[src/rtl/div_pkg.sv]
// Shared types and default sizes for the sequential restoring divider.
package div_pkg;

  localparam int DEF_DW = 8;
  localparam int DEF_VW = 4;
  localparam int CNT_W  = $clog2(DEF_DW);

  typedef enum logic [1:0] {
    IDLE = 2'd0,
    CALC = 2'd1,
    DONE = 2'd2
  } state_t;

endpackage

[src/rtl/div_restore_step.sv]
// One restoring-division step: shift in the next dividend bit, trial-subtract
// the divisor, and keep the difference only when it does not borrow.
module div_restore_step #(
  parameter int VW = 4
) (
  input  logic [VW:0]   prem,
  input  logic          nbit,
  input  logic [VW-1:0] divisor,
  output logic [VW:0]   prem_next,
  output logic          qbit
);

  // Kept one bit wider than the partial remainder so the compare never wraps.
  logic [VW+1:0] sh;
  logic [VW:0]   diff;
  logic          nonneg;

  assign sh     = {prem, nbit};
  assign nonneg = (sh >= {2'b00, divisor});
  // When the trial succeeds the result is below the divisor, so VW+1 bits suffice.
  assign diff   = sh[VW:0] - {1'b0, divisor};

  // Restore (keep shifted value) on borrow, otherwise take the difference.
  always_comb begin
    prem_next = sh[VW:0];
    qbit      = 1'b0;
    if (nonneg) begin
      prem_next = diff;
      qbit      = 1'b1;
    end
  end

endmodule

[src/rtl/seq_div8by4.sv]
// Sequential restoring divider: DW-bit dividend / VW-bit divisor, one
// quotient bit per cycle, valid/ready on both sides, no overlap of operations.
module seq_div8by4
  import div_pkg::*;
#(
  parameter int DW = DEF_DW,
  parameter int VW = DEF_VW
) (
  input  logic          clk,
  input  logic          rst_n,
  input  logic          in_valid,
  output logic          in_ready,
  input  logic [DW-1:0] dividend,
  input  logic [VW-1:0] divisor,
  output logic          out_valid,
  input  logic          out_ready,
  output logic [DW-1:0] quotient,
  output logic [VW-1:0] remainder,
  output logic          div_by_zero
);

  localparam int CW = (DW > 1) ? $clog2(DW) : 1;
  localparam logic [CW-1:0] LAST = CW'(DW - 1);

  state_t        state, nxt;
  logic [CW-1:0] cnt;
  logic [DW-1:0] dreg;
  logic [VW:0]   rem;
  logic [VW-1:0] dvs;
  logic [DW-1:0] q_r;
  logic [VW-1:0] r_r;
  logic          dbz_r;

  logic [VW:0]   rem_nxt;
  logic          qbit;

  div_restore_step #(.VW(VW)) u_step (
    .prem      (rem),
    .nbit      (dreg[DW-1]),
    .divisor   (dvs),
    .prem_next (rem_nxt),
    .qbit      (qbit)
  );

  assign quotient    = q_r;
  assign remainder   = r_r;
  assign div_by_zero = dbz_r;

  // State register.
  always_ff @(posedge clk) begin
    if (!rst_n) state <= IDLE;
    else        state <= nxt;
  end

  // Next-state and handshake outputs; in_valid is only looked at in IDLE.
  always_comb begin
    nxt       = state;
    in_ready  = 1'b0;
    out_valid = 1'b0;
    case (state)
      IDLE: begin
        in_ready = 1'b1;
        if (in_valid) nxt = (divisor == '0) ? DONE : CALC;
      end
      CALC: begin
        if (cnt == LAST) nxt = DONE;
      end
      DONE: begin
        out_valid = 1'b1;
        if (out_ready) nxt = IDLE;
      end
      default: nxt = IDLE;
    endcase
  end

  // Datapath: operand capture, per-cycle step, and result registers that
  // are only written when a result completes, so they hold through DONE
  // and after the handshake.
  always_ff @(posedge clk) begin
    if (!rst_n) begin
      cnt   <= '0;
      dreg  <= '0;
      rem   <= '0;
      dvs   <= '0;
      q_r   <= '0;
      r_r   <= '0;
      dbz_r <= 1'b0;
    end else begin
      case (state)
        IDLE: begin
          if (in_valid) begin
            dreg <= dividend;
            dvs  <= divisor;
            rem  <= '0;
            cnt  <= '0;
            if (divisor == '0) begin
              q_r   <= '1;
              r_r   <= '0;
              dbz_r <= 1'b1;
            end
          end
        end
        CALC: begin
          dreg <= {dreg[DW-2:0], qbit};
          rem  <= rem_nxt;
          cnt  <= cnt + CW'(1);
          if (cnt == LAST) begin
            q_r   <= {dreg[DW-2:0], qbit};
            r_r   <= rem_nxt[VW-1:0];
            dbz_r <= 1'b0;
          end
        end
        default: ;
      endcase
    end
  end

endmodule

[config.mk]
export PLATFORM = sky130hd
export DESIGN_NAME = seq_div8by4
export DESIGN_NICKNAME = d
export VERILOG_FILES = /design/src/rtl/div_pkg.sv /design/src/rtl/div_restore_step.sv /design/src/rtl/seq_div8by4.sv
export SDC_FILE = /design/constraint.sdc
export NUM_CORES = 1
export LEC_CHECK = 0
export CAP_MARGIN = 20
export CORE_ASPECT_RATIO = 1.4
export CORE_MARGIN = 2
export CORE_UTILIZATION = 55
export DETAILED_ROUTE_END_ITERATION = 6
export PLACE_DENSITY = 0.9
export SETUP_SLACK_MARGIN = 0.05
export SLEW_MARGIN = 15
export SYNTH_ARGS = -nofsm -noshare
export SYNTH_HDL_FRONTEND = slang
export SYNTH_SLANG_ARGS = --single-unit
[constraint.sdc]
create_clock -name clk -period 4.8 [get_ports clk]
set_input_delay 0.96 -clock clk [delete_from_list [all_inputs] [get_ports clk]]
set_output_delay 0.96 -clock clk [all_outputs]
set_load 0.01 [all_outputs]
==> results.txt, run 1 <==
The flow ran to the end, and the final reports show no timing, DRC or antenna violations. STA classifies the critical path startpoint as an input pin. Count of filler cells inserted in the layout: 232. The clock reaches the later pin of the worst-skew pair after 0.29 ns. The run gives 0 as the antenna diode count. Entering global routing, the biggest net connects 37 pins. Power spread over the standard cell area amounts to 358 mW/mm^2. On the worst path, the slowest cell contributes a delay of 0.80 ns. The DRC violation count after routing was 0. Summing internal, switching and leakage power gives 752 uW. VDD sags by at most 0.285 mV.

The floorplan step defined a core boundary enclosing 0.00291 mm^2. Top flip-flop cell by instance count after synthesis: sky130_fd_sc_hd__dfxtp_1. Yosys attributes the largest share of cell area to sky130_fd_sc_hd__dfxtp_1 41%, sky130_fd_sc_hd__nand2_1 8.8%, sky130_fd_sc_hd__a21boi_0 5.3%, sky130_fd_sc_hd__o211a_1 4.7%, sky130_fd_sc_hd__ha_1 4.4%. The critical path is of the in2reg type. The total number of vias is 1502, and the achievable clock frequency is 0.343 GHz. The adder and majority gate portion of the synthesized area works out to 0.0558. Detailed placement finished with a half-perimeter wire length of 2.63 mm. The number of cells on the worst reg-to-reg path is 8. The die is 51.0 um wide.

At the pin with the least slew margin, the transition time is 1.08 ns. The proportion of synthesized flip-flops having asynchronous set or reset works out to 0. The share of post-route cells with drive strength above 1 was 0.0478; the XOR/XNOR share of the synthesized area was 0.0103. From synthesis to final layout, the design area changed by 23.1%.

In this run the vertical extent of the chip is 69.9 um. The clock arrives with 0.00747 ns of skew. The congestion estimate from routability-driven global placement came to 0.893. The post-synthesis sequential area ratio is 0.411. The number of buffers inserted by post-CTS setup repair was 0.

Along the worst hold path, the cell count comes to 2. The tools report the number of resized instances in the post-cts repair step as 0. The total global routing overflow is 0, and the number of max-cap violations is 0.

The antenna violation net count after detailed routing came out at 0. The highest fanout seen on the critical path was 23; the maximum root-to-sink buffer count was 2. The type of the tightest min-delay check is reg2reg. The floorplan step defined a die boundary enclosing 0.00357 mm^2. Number of antenna violations at the first check in global routing: 0.

The count of warnings emitted by yosys is 0. For this run, the detailed router's first-pass iteration total came to 4. In this run, synthesis inferred 0 flip-flops with an integrated enable. The fraction of post-synthesis cell area in the top cell type by area works out to 0.411.

The synthesized netlist net count is 227. Summed over all instances, the cell type with the most area after synthesis is sky130_fd_sc_hd__dfxtp_1. The H-tree was split into 2 levels. Count of placed standard cells including taps: 259. For the worst setup path, the data arrival time is 3.12 ns.

The minimum clock period was 2.92 ns; the clock sink count was 35. Excluding fillers, the count of instances in the completed layout stands at 267. After detailed routing, the number of vias per cell comes to 5.63.

The clock root buffer was sky130_fd_sc_hd__clkbuf_8. The port buffer count was 30. The run gives 0.240 as the overall fraction of global-route tracks in use.

Setup repair after global routing left no endpoint under its margin. Final worst setup slack: 1.88 ns. The simple-gate area share of the yosys netlist was 0.214; the worst slew margin relative to its limit was 0.275. Via count of the first global-routing pass: 1503. The tools report the data required time at the worst endpoint as 5.01 ns. The final layout contains 252 nets.

The initial cell density of the core is 0.586, and the mux share of post-synthesis cell area is 0.0184. Before CTS, the worst setup slack after placement is 1.57 ns. The routed length per placed instance came out at 14.1 um. STA classifies the critical path endpoint as a flip-flop. The fraction of the cycle the final worst path needs works out to 0.608.

TritonCTS built the clock tree. Hold timing on the final database bottoms out at a slack of 0.477 ns. The run gives 0 as the hold violation count in the final report. The area fraction in compound gates after synthesis was 0.243; the synthesized area per cell was 8.35 um^2.

The first routing iteration left 41 violations. By area, the combinational part of the netlist is dominated by compound AO/OA/AOI/OAI gates. Summed over all layers, the routed wires come to 3.78 mm.

The post-synthesis register bit count came out at 35. After technology mapping, the gate count stands at 204. The mapped netlist covers 0.00170 mm^2.

Setup violations remaining at the end of the flow were counted as 0. The first global-routing pass estimated 6.55 mm of wire. Summed over all cells, the static leakage comes to 0.000870 uW. The number of distinct library cell variants in the gate-level netlist after synthesis was 35; the number of slew-limit violations in the final report was 0.

In the final timing run, aggregate negative setup slack is 0 ns. In this run the count of I/O pins placed on the die edge is 31. In this run, CTS created clock tree buffers numbering 5.

The standard cell with the maximum stage delay on the critical path was sky130_fd_sc_hd__a211oi_4. After clock tree synthesis, the clock-pin slew on the worst setup and hold paths is 0.07 ns. The signal on the critical path passes through clkdlybuf4s50_1, or4_4, a211oi_4, nand2_1, o32ai_2.

The logs give 0 for the number of buffers added to fix hold violations after cts and 23 for the site row count.
placed cells by master, fill, tap and decap left out, types with 2 or more instances in the layout:
| master | instances |
|---|---|
| sky130_fd_sc_hd__a21boi_0 | 12 |
| sky130_fd_sc_hd__a21oi_1 | 5 |
| sky130_fd_sc_hd__a31oi_1 | 7 |
| sky130_fd_sc_hd__and2_1 | 3 |
| sky130_fd_sc_hd__and3_1 | 3 |
| sky130_fd_sc_hd__clkbuf_8 | 7 |
| sky130_fd_sc_hd__clkdlybuf4s50_1 | 30 |
| sky130_fd_sc_hd__dfxtp_1 | 35 |
| sky130_fd_sc_hd__ha_1 | 6 |
| sky130_fd_sc_hd__inv_1 | 7 |
| sky130_fd_sc_hd__mux2i_1 | 2 |
| sky130_fd_sc_hd__nand2_1 | 40 |
| sky130_fd_sc_hd__nand2b_1 | 6 |
| sky130_fd_sc_hd__nand3_1 | 4 |
| sky130_fd_sc_hd__nor2_1 | 16 |
| sky130_fd_sc_hd__nor2b_1 | 3 |
| sky130_fd_sc_hd__nor3_1 | 2 |
| sky130_fd_sc_hd__o211a_1 | 8 |
| sky130_fd_sc_hd__o211ai_1 | 4 |
| sky130_fd_sc_hd__o21a_1 | 4 |
| sky130_fd_sc_hd__o21ai_0 | 13 |
critical path, delay by kind of cell:
kind | cells | cell delay (ns)
AOI/OAI and AO/OA | 2 | 1.03
buffers and inverters | 1 | 0.42
and+or+nand+nor | 2 | 0.71
kinds of logic after synthesis:
group                    Yosys count
adder cells (fa/ha/maj)            7
AND/OR/NAND/NOR                   81
multiplexers                       3
XOR/XNOR                           2
buffers and inverters             19
flip-flops                        35
AO/OA/AOI/OAI                     57
area by class of cell:
| type | count | area (um^2) | area share |
|---|---|---|---|
| clock buffer | 8 | 100 | 0.0477 |
| inverter | 7 | 26.3 | 0.0125 |
| multi-input combinational | 150 | 923 | 0.440 |
| sequential | 35 | 701 | 0.334 |
| tap | 37 | 46.3 | 0.0221 |
| timing repair buffer | 30 | 300 | 0.143 |
per-layer routing:
| metal | part of all wire | track usage | vias to the layer above |
|---|---|---|---|
| li1 | - | - | 751 |
| met1 | 0.40 | 0.263 | 698 |
| met2 | 0.53 | 0.421 | 41 |
| met3 | 0.044 | 0.0748 | 12 |
| met4 | 0.022 | 0.0871 | 0 |
| met5 | 0 | 0 | - |
path summary, 6_finish.rpt:
path	start	to	slack, ns
setup / recovery	divisor[3]	remainder[3]	1.88
setup reg to reg	dreg[7]	remainder[3]	2.33
hold / removal	dvs[3]	dvs[3]	0.48
hold reg to reg	dvs[3]	dvs[3]	0.48
registers in the layout, summed over array words and instances (netlist names):
signal and cells:
dreg 8, quotient 8, rem 5, dvs 4, remainder 4, cnt 3, state 2, div_by_zero 1
power by group:
group	internal, uW	switching (uW)
Combinational	80.3	102
Sequential	316	19.3
Clock	131	103
Yosys cell counts, types with 2 or more instances:
cell type / number
sky130_fd_sc_hd__nor2_1: 16
sky130_fd_sc_hd__o211a_1: 8
sky130_fd_sc_hd__o21ai_0: 13
sky130_fd_sc_hd__a31oi_1: 7
sky130_fd_sc_hd__nor3_1: 2
sky130_fd_sc_hd__inv_1: 7
sky130_fd_sc_hd__nor2b_1: 3
sky130_fd_sc_hd__o211ai_1: 4
sky130_fd_sc_hd__ha_1: 6
sky130_fd_sc_hd__nand3_1: 4
sky130_fd_sc_hd__and3_1: 3
sky130_fd_sc_hd__a21oi_1: 5
sky130_fd_sc_hd__clkbuf_1: 8
sky130_fd_sc_hd__dfxtp_1: 35
sky130_fd_sc_hd__and2_1: 3
sky130_fd_sc_hd__buf_1: 2
sky130_fd_sc_hd__mux2i_1: 2
sky130_fd_sc_hd__a21boi_0: 12
sky130_fd_sc_hd__nand2_1: 40
sky130_fd_sc_hd__o21a_1: 4
sky130_fd_sc_hd__nand2b_1: 6
through the flow:
step | utilization | cell area (um^2)
2_1_floorplan | - | 1700
5_1_grt | 0.721 | 2100
6_report | 0.721 | 2100
3_5_place_dp | 0.687 | 2000
3_3_place_gp | 0.687 | 2000
4_1_cts | 0.721 | 2100
(Power assumes the default switching activity.)
==> run 2, diff against run 1 <==
--- a/config.mk
+++ b/config.mk
@@ -8,9 +8,9 @@
 export CAP_MARGIN = 20
 export CORE_ASPECT_RATIO = 1.4
 export CORE_MARGIN = 2
-export CORE_UTILIZATION = 55
+export CORE_UTILIZATION = 46
 export DETAILED_ROUTE_END_ITERATION = 6
-export PLACE_DENSITY = 0.9
+export PLACE_DENSITY = 0.81
 export SETUP_SLACK_MARGIN = 0.05
 export SLEW_MARGIN = 15
 export SYNTH_ARGS = -nofsm -noshare
==> constraint.sdc (replaced) <==
create_clock -name clk -period 2.3 [get_ports clk]
set_input_delay 0.46 -clock clk [delete_from_list [all_inputs] [get_ports clk]]
set_output_delay 0.46 -clock clk [all_outputs]
set_load 0.01 [all_outputs]
==> results.txt, run 2 (synthesis gave the netlist of run 1 again) <==
The fraction of the cycle the final worst path needs was 0.898. The total wire length is 3.68 mm (was 3.78 mm), and the count of buffering cells on the critical path with inverters included is 1 (unchanged). The type of the tightest min-delay check was reg2reg (unchanged). The layout overhead on the synthesized area came out at 27.5% (was 23.1%). The standard cell with the maximum stage delay on the critical path is sky130_fd_sc_hd__dfxtp_1 (was sky130_fd_sc_hd__a211oi_4). For the number of antenna violations at the first check in global routing, the log shows 0 (unchanged). The run finished with clean final reports. The largest incremental delay on the critical path was 0.42 ns (was 0.80 ns).

The final count of negative-setup-slack endpoints is 0 (unchanged). The largest delay contributor family on the critical path was adder cells (was compound AO/OA/AOI/OAI gates). Critical path depth in cells: 8 (was 5). The cell depth of the worst hold path came out at 2 (unchanged). The share of post-route cells with drive strength above 1 came out at 0.0996 (was 0.0478).

The run gives 0 (unchanged) as the DRC violation count after routing. The count of placed standard cells in the final layout, fillers left out was 283 (was 267). The logs give 0.29 ns (about the same) for the latest clock arrival within the worst-skew pair and 6.38 mm (was 6.55 mm) for the first-pass GRT wire length. The via count of the first global-routing pass was 1478 (was 1503); the width of the chip was 55.4 um (was 51.0 um). The minimum clock period is 2.06 ns. Critical path, cell by cell: inv_1, ha_1, fa_1, nand2b_1, a21oi_2, nor2_1, and3_1, o31a_1 (was clkdlybuf4s50_1, or4_4, a211oi_4, nand2_1, o32ai_2). The actual slew at the worst max-slew pin is 0.424 ns (was 1.08 ns).

Sort of element at the end of the critical path: a flip-flop (unchanged). Total global routing overflow: 0 (unchanged). For the maximum root-to-sink buffer count, the log shows 2 (unchanged).

The port buffer count is 30 (unchanged), and the routed length per placed instance is 13.0 um (was 14.1 um). The CTS H-tree depth is 2 (unchanged). Kind of critical path: reg2reg (was in2reg). The startpoint of the lowest-slack register-to-register path was dreg[7] (unchanged).

The final layout net count is 263 (was 252), and the final setup skew is 0.00773 ns (was 0.00747 ns). The number of DRC markers after the initial detailed-route iteration was 23 (was 41); the post-detailed-route via-to-cell ratio was 5.28 (was 5.63). For the achievable clock frequency, the log shows 0.484 GHz. For the number of max-cap violations, the log shows 0 (unchanged).

The run gives 0.592 mV (was 0.285 mV) as the worst ir drop on vdd. The logs give 0.602 (was 0.721) for the core occupancy in the finished layout and 0 (unchanged) for the number of buffers inserted by post-CTS setup repair. The tools report the number of buffers added to fix hold violations after cts as 0 (unchanged).

Site row count: 26 (was 23). Setup repair after global routing left no endpoint under its margin. The logs give 0.191 (was 0.240) for the overall fraction of global-route tracks in use and 0 (unchanged) for the number of resized instances in the post-cts repair step.

The hold violation count in the final report is 0 (unchanged), and the number of slew-limit violations in the final report is 0 (unchanged). Antenna violation net count after detailed routing: 0 (unchanged). The clock sink count is 35 (unchanged). Most common library cell in the layout ignoring fill and taps: sky130_fd_sc_hd__nand2_1 (unchanged). The tools report the worst slew margin relative to its limit as 0.715 (was 0.275).

The launch point of the worst hold path was remainder[0] (was dvs[3]). TritonCTS built the clock tree. The arrival time of the worst setup path is 2.25 ns (was 3.12 ns), and the largest net degree at the start of global routing is 37 (unchanged). The cell depth of the worst flop-to-flop path was 8 (unchanged).

The capture instance of the worst register-to-register path is rem[3] (was remainder[3]). The die area is 0.00421 mm^2 (was 0.00357 mm^2), and the leakage dissipation is 0.000922 uW (was 0.000870 uW). The tools report the clock root buffer as sky130_fd_sc_hd__clkbuf_8 (unchanged). The logs give 5 (unchanged) for the TritonCTS buffer count and 0.472 (was 0.586) for the initial cell density of the core. The tools report the number of detailed-route iterations in the first pass as 4 (unchanged).

Count of filler cells inserted in the layout: 312 (was 232). The end point of the worst hold path is remainder[0] (was dvs[3]). The tools report the count of placed standard cells including taps as 275 (was 259).

The flop-to-flop setup slack is 0.24 ns (was 2.33 ns), and the global placer's final weighted congestion is 0.815 (was 0.893). The data required time at the worst endpoint came out at 2.48 ns (was 5.01 ns). The tools report the type of element launching the critical path as a flip-flop (was an input pin).

Die outline height: 76.0 um (was 69.9 um). The highest fanout seen on the critical path came out at 4 (was 23). Clock input transition at the sequential cells of the worst setup and hold paths: 0.07 ns (about the same). Most used cells in the layout excluding fill and tap cells: 40 x sky130_fd_sc_hd__nand2_1, 35 x sky130_fd_sc_hd__dfxtp_1, 30 x sky130_fd_sc_hd__clkdlybuf4s50_1 (unchanged). The logs give 0.00361 mm^2 (was 0.00291 mm^2) for the core box area and 31 (unchanged) for the number of top-level design ports.

HPWL reported at the end of detailed placement: 2.72 mm (was 2.63 mm). The power density over cell area was 711 mW/mm^2 (was 358 mW/mm^2); the antenna diode count was 0 (unchanged). Total number of vias: 1493 (was 1502).
-- run 2: area by class of cell --
cell class              instances  area (um^2)  area share
flip-flops and latches         35          701       0.322
multi-input cells             150          927       0.427
clock inverters                 3         15.0     0.00691
repair buffers                 41          383       0.176
clock buffers                   5         68.8      0.0317
inverters                       7         26.3      0.0121
well taps                      42         52.6      0.0242
-- run 2: worst min-delay path, cell delays in order, from the launching register on --
cell and delay (ns):
sky130_fd_sc_hd__dfxtp_1 0.31, sky130_fd_sc_hd__nand2b_1 0.06, sky130_fd_sc_hd__a21boi_1 0.05
-- run 2: per-stage QoR --
| step | hold slack (ns) | total power [uW] | cell area, um^2 | setup TNS [ns] | setup slack, ns |
|---|---|---|---|---|---|
| after global placement | 0.455 | 1120 | 2090 | 0 | 0.0207 |
| final | 0.472 | 1550 | 2170 | 0 | 0.236 |
| after global routing | 0.492 | 1650 | 2170 | 0 | 0.0688 |
| after CTS | 0.484 | 1560 | 2170 | 0 | 0.186 |
| after floorplan | 0.443 | 965 | 1700 | 0 | 0.181 |
| after detailed placement | 0.461 | 1130 | 2090 | -0.0880 | -0.0194 |
-- run 2: how the worst max path moves through the flow --
stage	start	end
5_1_grt	dreg[7]	rem[2]
6_report	dreg[7]	rem[3]
3_3_place_gp	divisor[3]	quotient[3]
4_1_cts	dreg[7]	remainder[2]
3_5_place_dp	divisor[3]	quotient[4]
2_1_floorplan	dreg[7]	remainder[3]
-- run 2: power by group --
| part | switching [uW] | total (uW) | internal (uW) | leakage, uW |
|---|---|---|---|---|
| clock network | 221 | 428 | 207 | 0.0000477 |
| logic | 220 | 420 | 200 | 0.000588 |
| registers | 39.4 | 698 | 658 | 0.000286 |
| total | 481 | 1550 | 1070 | 0.000922 |
-- run 2: routing by layer --
| metal | routed length (um) | vias to the layer above | GRT usage |
|---|---|---|---|
| met3 | 117 | 11 | 0.0441 |
| met5 | 0 | - | 0 |
| met4 | 120 | 0 | 0.100 |
| met1 | 1490 | 683 | 0.194 |
| met2 | 1960 | 27 | 0.354 |
| li1 | - | 772 | - |
==> run 3, diff against run 2 <==
--- a/config.mk
+++ b/config.mk
@@ -12,7 +12,6 @@
 export DETAILED_ROUTE_END_ITERATION = 6
 export PLACE_DENSITY = 0.81
 export SETUP_SLACK_MARGIN = 0.05
-export SLEW_MARGIN = 15
 export SYNTH_ARGS = -nofsm -noshare
 export SYNTH_HDL_FRONTEND = slang
 export SYNTH_SLANG_ARGS = --single-unit
==> results of run 3 <==
The final DEF is identical to that of run 2; final timing and power are the same.
